===== config.mk =====
export PLATFORM = sky130hd
export DESIGN_NAME = enigma_rotor_bank
export DESIGN_NICKNAME = d
export VERILOG_FILES = /design/src/rtl/enigma_rotor_bank.sv
export SDC_FILE = /design/constraint.sdc
export NUM_CORES = 1
export LEC_CHECK = 0
export ABC_AREA = 1
export CAP_MARGIN = 20
export CORE_AREA = 2 2 127 129
export CTS_BUF_LIST = sky130_fd_sc_hd__clkbuf_2
export CTS_CLUSTER_DIAMETER = 150
export DETAILED_ROUTE_END_ITERATION = 7
export DIE_AREA = 0 0 129 131
export GPL_TIMING_DRIVEN = 0
export PLACE_DENSITY_LB_ADDON = 0.15
export SYNTH_ARGS = -nofsm -noshare
export SYNTH_HDL_FRONTEND = slang
export SYNTH_SLANG_ARGS = --single-unit

===== constraint.sdc =====
create_clock -name clk -period 21.8 [get_ports clk]
set_input_delay 4.36 -clock clk [delete_from_list [all_inputs] [get_ports clk]]
set_output_delay 4.36 -clock clk [all_outputs]
set_load 0.01 [all_outputs]

===== src/rtl/enigma_rotor_bank.sv =====
// enigma_rotor_bank: multi-cycle Enigma scrambler. It has NUM_ROTORS stepping
// rotors (rotor 0 rightmost/fastest) and a fixed UKW-B reflector. It takes one
// letter per in_valid/in_ready handshake and returns the cipher letter on an
// out_valid/out_ready handshake.
module enigma_rotor_bank #(
    parameter int unsigned NUM_ROTORS = 3
) (
    input  logic                      clk,
    input  logic                      reset,
    input  logic                      load_en,
    input  logic [5*NUM_ROTORS-1:0]   load_pos,
    input  logic [5*NUM_ROTORS-1:0]   ring_setting,
    input  logic [2*NUM_ROTORS-1:0]   wiring_sel,
    input  logic                      in_valid,
    input  logic [4:0]                in_letter,
    output logic                      in_ready,
    output logic                      out_valid,
    input  logic                      out_ready,
    output logic [4:0]                out_letter,
    output logic [5*NUM_ROTORS-1:0]   positions
);

    // Wiring tables as ASCII strings; character 0 sits in the top byte.
    localparam logic [8*26-1:0] WIRE_I   = "EKMFLGDQVZNTOWYHXUSPAIBRCJ";
    localparam logic [8*26-1:0] WIRE_II  = "AJDKSIRUXBLHWTMCQGZNPYFVOE";
    localparam logic [8*26-1:0] WIRE_III = "BDFHJLCPRTXVZNYEIWGAKMUSQO";
    localparam logic [8*26-1:0] UKW_B    = "YRUHQSLDPXNGOKMIEBFZCWVJAT";

    localparam logic [3:0] LAST_IDX = 4'(NUM_ROTORS - 1);

    typedef enum logic [2:0] {
        IDLE,
        STEP,
        FWD,
        REFL,
        BWD,
        DONE
    } state_t;

    // Look up entry k (0..25) of a 26-letter table; out-of-range passes through.
    function automatic logic [4:0] char_at(input logic [8*26-1:0] tbl, input logic [4:0] k);
        logic [7:0] ch;
        if (k > 5'd25) begin
            return k;
        end
        ch = tbl[8*(25 - int'(k)) +: 8];
        return 5'(ch - 8'd65);
    endfunction

    function automatic logic [4:0] rotor_fwd(input logic [1:0] sel, input logic [4:0] x);
        case (sel)
            2'd0:    return char_at(WIRE_I, x);
            2'd1:    return char_at(WIRE_II, x);
            2'd2:    return char_at(WIRE_III, x);
            default: return x;
        endcase
    endfunction

    // Inverse wiring found by searching the forward table.
    function automatic logic [4:0] rotor_bwd(input logic [1:0] sel, input logic [4:0] x);
        logic [4:0] r;
        r = x;
        if (sel != 2'd3) begin
            for (int unsigned j = 0; j < 26; j++) begin
                if (rotor_fwd(sel, 5'(j)) == x) begin
                    r = 5'(j);
                end
            end
        end
        return r;
    endfunction

    function automatic logic [4:0] notch_of(input logic [1:0] sel);
        case (sel)
            2'd0:    return 5'd16;  // Q
            2'd1:    return 5'd4;   // E
            2'd2:    return 5'd21;  // V
            default: return 5'd25;  // Z
        endcase
    endfunction

    function automatic logic [5:0] add26(input logic [5:0] a, input logic [5:0] b);
        logic [5:0] s;
        s = a + b;
        if (s >= 6'd26) begin
            s = s - 6'd26;
        end
        return s;
    endfunction

    function automatic logic [5:0] sub26(input logic [5:0] a, input logic [5:0] b);
        if (a >= b) begin
            return a - b;
        end
        return a + 6'd26 - b;
    endfunction

    function automatic logic [4:0] fold26(input logic [4:0] v);
        return (v >= 5'd26) ? v - 5'd26 : v;
    endfunction

    state_t      r_state;
    state_t      w_next;
    logic        w_accept;

    logic [4:0]  r_pos  [NUM_ROTORS];
    logic [4:0]  r_ring [NUM_ROTORS];
    logic [1:0]  r_sel  [NUM_ROTORS];
    logic [4:0]  r_c;
    logic        r_bypass;
    logic [3:0]  r_idx;

    logic [NUM_ROTORS-1:0] w_step;
    logic [4:0]  w_cur_pos;
    logic [4:0]  w_cur_ring;
    logic [1:0]  w_cur_sel;
    logic [5:0]  w_s;
    logic [4:0]  w_fwd_in;
    logic [4:0]  w_fwd_c;
    logic [4:0]  w_bwd_c;
    logic [4:0]  w_refl_c;

    // State register.
    always_ff @(posedge clk) begin
        if (reset) begin
            r_state <= IDLE;
        end else begin
            r_state <= w_next;
        end
    end

    // Next-state and handshake outputs.
    always_comb begin
        w_next    = r_state;
        in_ready  = 1'b0;
        out_valid = 1'b0;
        w_accept  = 1'b0;
        case (r_state)
            IDLE: begin
                in_ready = !reset;
                w_accept = in_valid && !reset;
                if (w_accept) begin
                    w_next = STEP;
                end
            end
            STEP: w_next = FWD;
            FWD: begin
                if (r_idx == LAST_IDX) begin
                    w_next = REFL;
                end
            end
            REFL: w_next = BWD;
            BWD: begin
                if (r_idx == 4'd0) begin
                    w_next = DONE;
                end
            end
            DONE: begin
                out_valid = 1'b1;
                if (out_ready) begin
                    w_next = IDLE;
                end
            end
            default: w_next = IDLE;
        endcase
    end

    // Step enables, evaluated on the pre-step positions; middle rotors double-step.
    always_comb begin
        w_step    = '0;
        w_step[0] = 1'b1;
        for (int unsigned i = 1; i < NUM_ROTORS; i++) begin
            if (r_pos[i-1] == notch_of(r_sel[i-1])) begin
                w_step[i] = 1'b1;
            end
            if ((i + 2 <= NUM_ROTORS) && (r_pos[i] == notch_of(r_sel[i]))) begin
                w_step[i] = 1'b1;
            end
        end
    end

    // Substitution through the rotor selected by r_idx, plus the reflector.
    always_comb begin
        w_cur_pos  = '0;
        w_cur_ring = '0;
        w_cur_sel  = '0;
        for (int unsigned i = 0; i < NUM_ROTORS; i++) begin
            if (r_idx == 4'(i)) begin
                w_cur_pos  = r_pos[i];
                w_cur_ring = r_ring[i];
                w_cur_sel  = r_sel[i];
            end
        end
        w_s      = sub26({1'b0, w_cur_pos}, {1'b0, w_cur_ring});
        w_fwd_in = 5'(add26({1'b0, r_c}, w_s));
        w_fwd_c  = 5'(sub26({1'b0, rotor_fwd(w_cur_sel, w_fwd_in)}, w_s));
        w_bwd_c  = 5'(sub26({1'b0, rotor_bwd(w_cur_sel, w_fwd_in)}, w_s));
        w_refl_c = char_at(UKW_B, r_c);
    end

    // Datapath: latch on accept, load, step, and walk the letter through the rotors.
    always_ff @(posedge clk) begin
        if (reset) begin
            for (int unsigned i = 0; i < NUM_ROTORS; i++) begin
                r_pos[i]  <= '0;
                r_ring[i] <= '0;
                r_sel[i]  <= '0;
            end
            r_c      <= '0;
            r_bypass <= 1'b0;
            r_idx    <= '0;
        end else begin
            case (r_state)
                IDLE: begin
                    if (w_accept) begin
                        r_c      <= in_letter;
                        r_bypass <= (in_letter >= 5'd26);
                        r_idx    <= '0;
                        for (int unsigned i = 0; i < NUM_ROTORS; i++) begin
                            r_ring[i] <= fold26(ring_setting[5*i +: 5]);
                            r_sel[i]  <= wiring_sel[2*i +: 2];
                        end
                    end else if (load_en) begin
                        for (int unsigned i = 0; i < NUM_ROTORS; i++) begin
                            r_pos[i] <= fold26(load_pos[5*i +: 5]);
                        end
                    end
                end
                STEP: begin
                    if (!r_bypass) begin
                        for (int unsigned i = 0; i < NUM_ROTORS; i++) begin
                            if (w_step[i]) begin
                                r_pos[i] <= (r_pos[i] == 5'd25) ? 5'd0 : r_pos[i] + 5'd1;
                            end
                        end
                    end
                end
                FWD: begin
                    if (!r_bypass) begin
                        r_c <= w_fwd_c;
                    end
                    if (r_idx != LAST_IDX) begin
                        r_idx <= r_idx + 4'd1;
                    end
                end
                REFL: begin
                    if (!r_bypass) begin
                        r_c <= w_refl_c;
                    end
                    r_idx <= LAST_IDX;
                end
                BWD: begin
                    if (!r_bypass) begin
                        r_c <= w_bwd_c;
                    end
                    if (r_idx != 4'd0) begin
                        r_idx <= r_idx - 4'd1;
                    end
                end
                default: ;
            endcase
        end
    end

    // Pack rotor positions for the display.
    always_comb begin
        positions = '0;
        for (int unsigned i = 0; i < NUM_ROTORS; i++) begin
            positions[5*i +: 5] = r_pos[i];
        end
    end

    assign out_letter = r_c;

endmodule


==> results.tsv <==
stage	metric	value	unit
run_status	status	completed	
cells_and_area	share of layout cells above drive strength 1	0.0508	
worst_setup_path	Startpoint Class	primary input	
floorplanning	Die Wd	129	um
sta	final setup skew	0.0265	ns
sta	Final setup viols	0	
detailed_routing	post-detailed-route count of antenna-violating nets	0	
yosys	Syn Area/Cell	6.45	um^2
sta	RSZ-0062 raised after global routing	no	
floorplanning	die area	16900	um^2
cts	# Post-CTS Setup Buffers	0	
cts	Post-CTS Resized	0	
yosys	Post-Synthesis Cells	1185	
yosys	Compound-Gate Fraction of Synth Area	0.184	
cts	# clock sinks	49	
worst_setup_path	CP Capture Type	primary output	
global_routing	initial antenna violation count	0	
yosys	Post-synth EDFFs	36	
worst_setup_path	critical-path cell list	clkdlybuf4s50_1, clkbuf_1, nor2_1, clkdlybuf4s50_1	
detailed_routing	DRC viols	0	
yosys	multiplexer share of the synthesized area	0.00147	
place	placed cell area	8580	um^2
cts	H-tree lvl count	2	
worst_setup_path	WP data required	17.44	ns
sta	Slew HR	0.445	
cells_and_area	cell area after layout	8640	um^2
global_routing	first-pass GRT wire length	34600	um
floorplanning	Ports	68	
sta	Setup TNS	0	ns
worst_setup_path	arrival time worst endpoint	5.86	ns
worst_setup_path	CP peak stage delay	0.50	ns
global_routing	largest net degree at the start of global routing	23	
cts	clk root buf	clkbuf_2	
cts	Worst-Skew Late Latency	0.47	ns
yosys	Yosys cell types	69	
cts	hold buffer count at cts	0	
detailed_routing	vias per cell	5.40	
global_routing	Congestion Overflow GR	0	
yosys	post-synth net total	1314	
yosys	YS warnings	0	
sta	worst-margin pin slew	0.831	ns
yosys	FFs w/ async S/R, synth	0	
detailed_routing	wire length per cell	14.2	um
sta	Slew Limit Fails	0	
cells_and_area	commonest non-fill, non-tap cell in the layout	nand2_1	
yosys	post-synthesis sequential area ratio	0.176	
detailed_routing	DRT Pass-1 Iters	5	
worst_setup_path	Setup CP Type	primary input to primary output	
detailed_routing	vias	7975	
detailed_routing	Initial DRC Count	549	
cells_and_area	Filler cells	1588	
sta	Final Cycle Share	0.469	
min_path	worst hold path type	register to register	
yosys	xor/xnor share of the synthesized area	0.0688	
yosys	ys flop type	edfxtp_1	
cts	Max clock buf depth	2	
cells_and_area	final net count	1388	
place	GPL Wtd Cong	0.952	
global_routing	Total GRT Usage	0.252	
cells_and_area	ant diodes	0	
worst_setup_path	Worst Path Max Fanout	10	
worst_setup_path	CP dominant cell by count	clkdlybuf4s50_1	
floorplanning	Initial Utilization	0.490	
detailed_routing	total wire length	20900	um
cells_and_area	Syn-to-layout area delta	13.0	%
yosys	largest family of logic cells by synthesized area	simple AND/OR/NAND/NOR gates	
sta	Final Hold Fails	0	
run	Max-Cap Viols	0	
floorplanning	Core Area	15600	um^2
cts	CTS tree	yes	
yosys	Post-Synth Adder-Cell Area	0.146	
yosys	Post-Synth Simple-Gate Area	0.308	
sta	Fmax	0.0979	GHz
global_routing	vias in the first global route	7315	
cts	clk slew on worst S/H paths	0.27	ns
floorplanning	die height	131	um
cts	CTS buffer count	5	
place	I/O Buffers	67	
floorplanning	# rows	46	
sta	Min Clock Period, post-route	10.22	ns
cells_and_area	final core occ	0.554	
worst_setup_path	Critical-path top delay cell	clkdlybuf4s50_1	
place	Post-DP HPWL	17000	um
cells_and_area	most frequent cells in the layout	nand2_1 (231), inv_1 (195), nor2_1 (135), nand3_1 (83), ha_1 (73)	
yosys	mapped cell area	7640	um^2
yosys	register bit total from synthesis	49	
==> synth_stat cells (8+ instances only) <==
library cell	number	area, um^2
a211oi_1	14	105
a21oi_1	55	275
a31oi_1	20	125
clkbuf_1	16	60.1
dfxtp_1	13	260
edfxtp_1	36	1080
fa_1	10	200
ha_1	73	913
inv_1	195	732
inv_2	10	37.5
nand2_1	231	867
nand3_1	83	415
nand4_1	15	93.8
nor2_1	135	507
nor2_2	9	56.3
nor3_1	22	110
nor4_1	9	56.3
o211ai_1	8	60.1
o21ai_0	59	295
o21ai_1	10	50.1
o22ai_1	12	75.1
xnor2_1	19	166
xor2_1	41	359
==> cells by family after synthesis <==
logic type	count (synthesis)
and+or+nand+nor	535
buffers and inverters	232
AOI/OAI and AO/OA	225
adders and majority gates	83
xor gates and xnor gates	60
DFF	49
muxes	1
==> state kept, by name (all words and copies together), names as in the netlist <==
register,cells
r_idx,4
r_state,3
r_sel,6
r_pos,15
out_letter,5
r_bypass,1
r_ring,15
==> layout make-up <==
cell class	instances	area, um^2	area share
inverter	206	773	0.0895
multi-input combinational	904	5410	0.626
clock inverter	3	28.8	0.00333
clock buffer	5	25.0	0.00290
sequential	49	1340	0.155
buffer	26	116	0.0135
timing repair buffer	67	671	0.0777
tap	216	270	0.0313
==> layer usage <==
metal | global-route usage | vias to the layer above | share of wire
met5 | 0 | - | 0
met4 | 0.0627 | 0 | 0.016
met3 | 0.0252 | 34 | 0.056
met2 | 0.439 | 269 | 0.47
met1 | 0.337 | 3579 | 0.46
li1 | - | 4093 | -
==> final timing paths <==
path / end / start / cells past startpoint / slack [ns]
max reg2reg: out_letter[1] / r_idx[0] / 54 / 11.59
min reg2reg: r_bypass / r_bypass / 2 / 0.53
min: r_bypass / r_bypass / 2 / 0.53
max: in_ready / reset / 4 / 11.58
==> stage by stage <==
step	instances	setup WS (ns)	hold slack, ns
2_1_floorplan	1185	12.68	0.466
3_3_place_gp	1468	11.57	0.497
3_5_place_dp	1468	11.58	0.495
4_1_cts	1476	11.57	0.523
5_1_grt	1476	10.54	0.547
6_report	1476	11.58	0.525
==> critical path: cells and delay by family <==
| family | cells | cell delay [ns] |
|---|---|---|
| buffers and inverters | 3 | 1.37 |
| and+or+nand+nor | 1 | 0.13 |
Power is not shown: default switching activity piles up to over one toggle a cycle in this logic, so the estimate is an artifact.
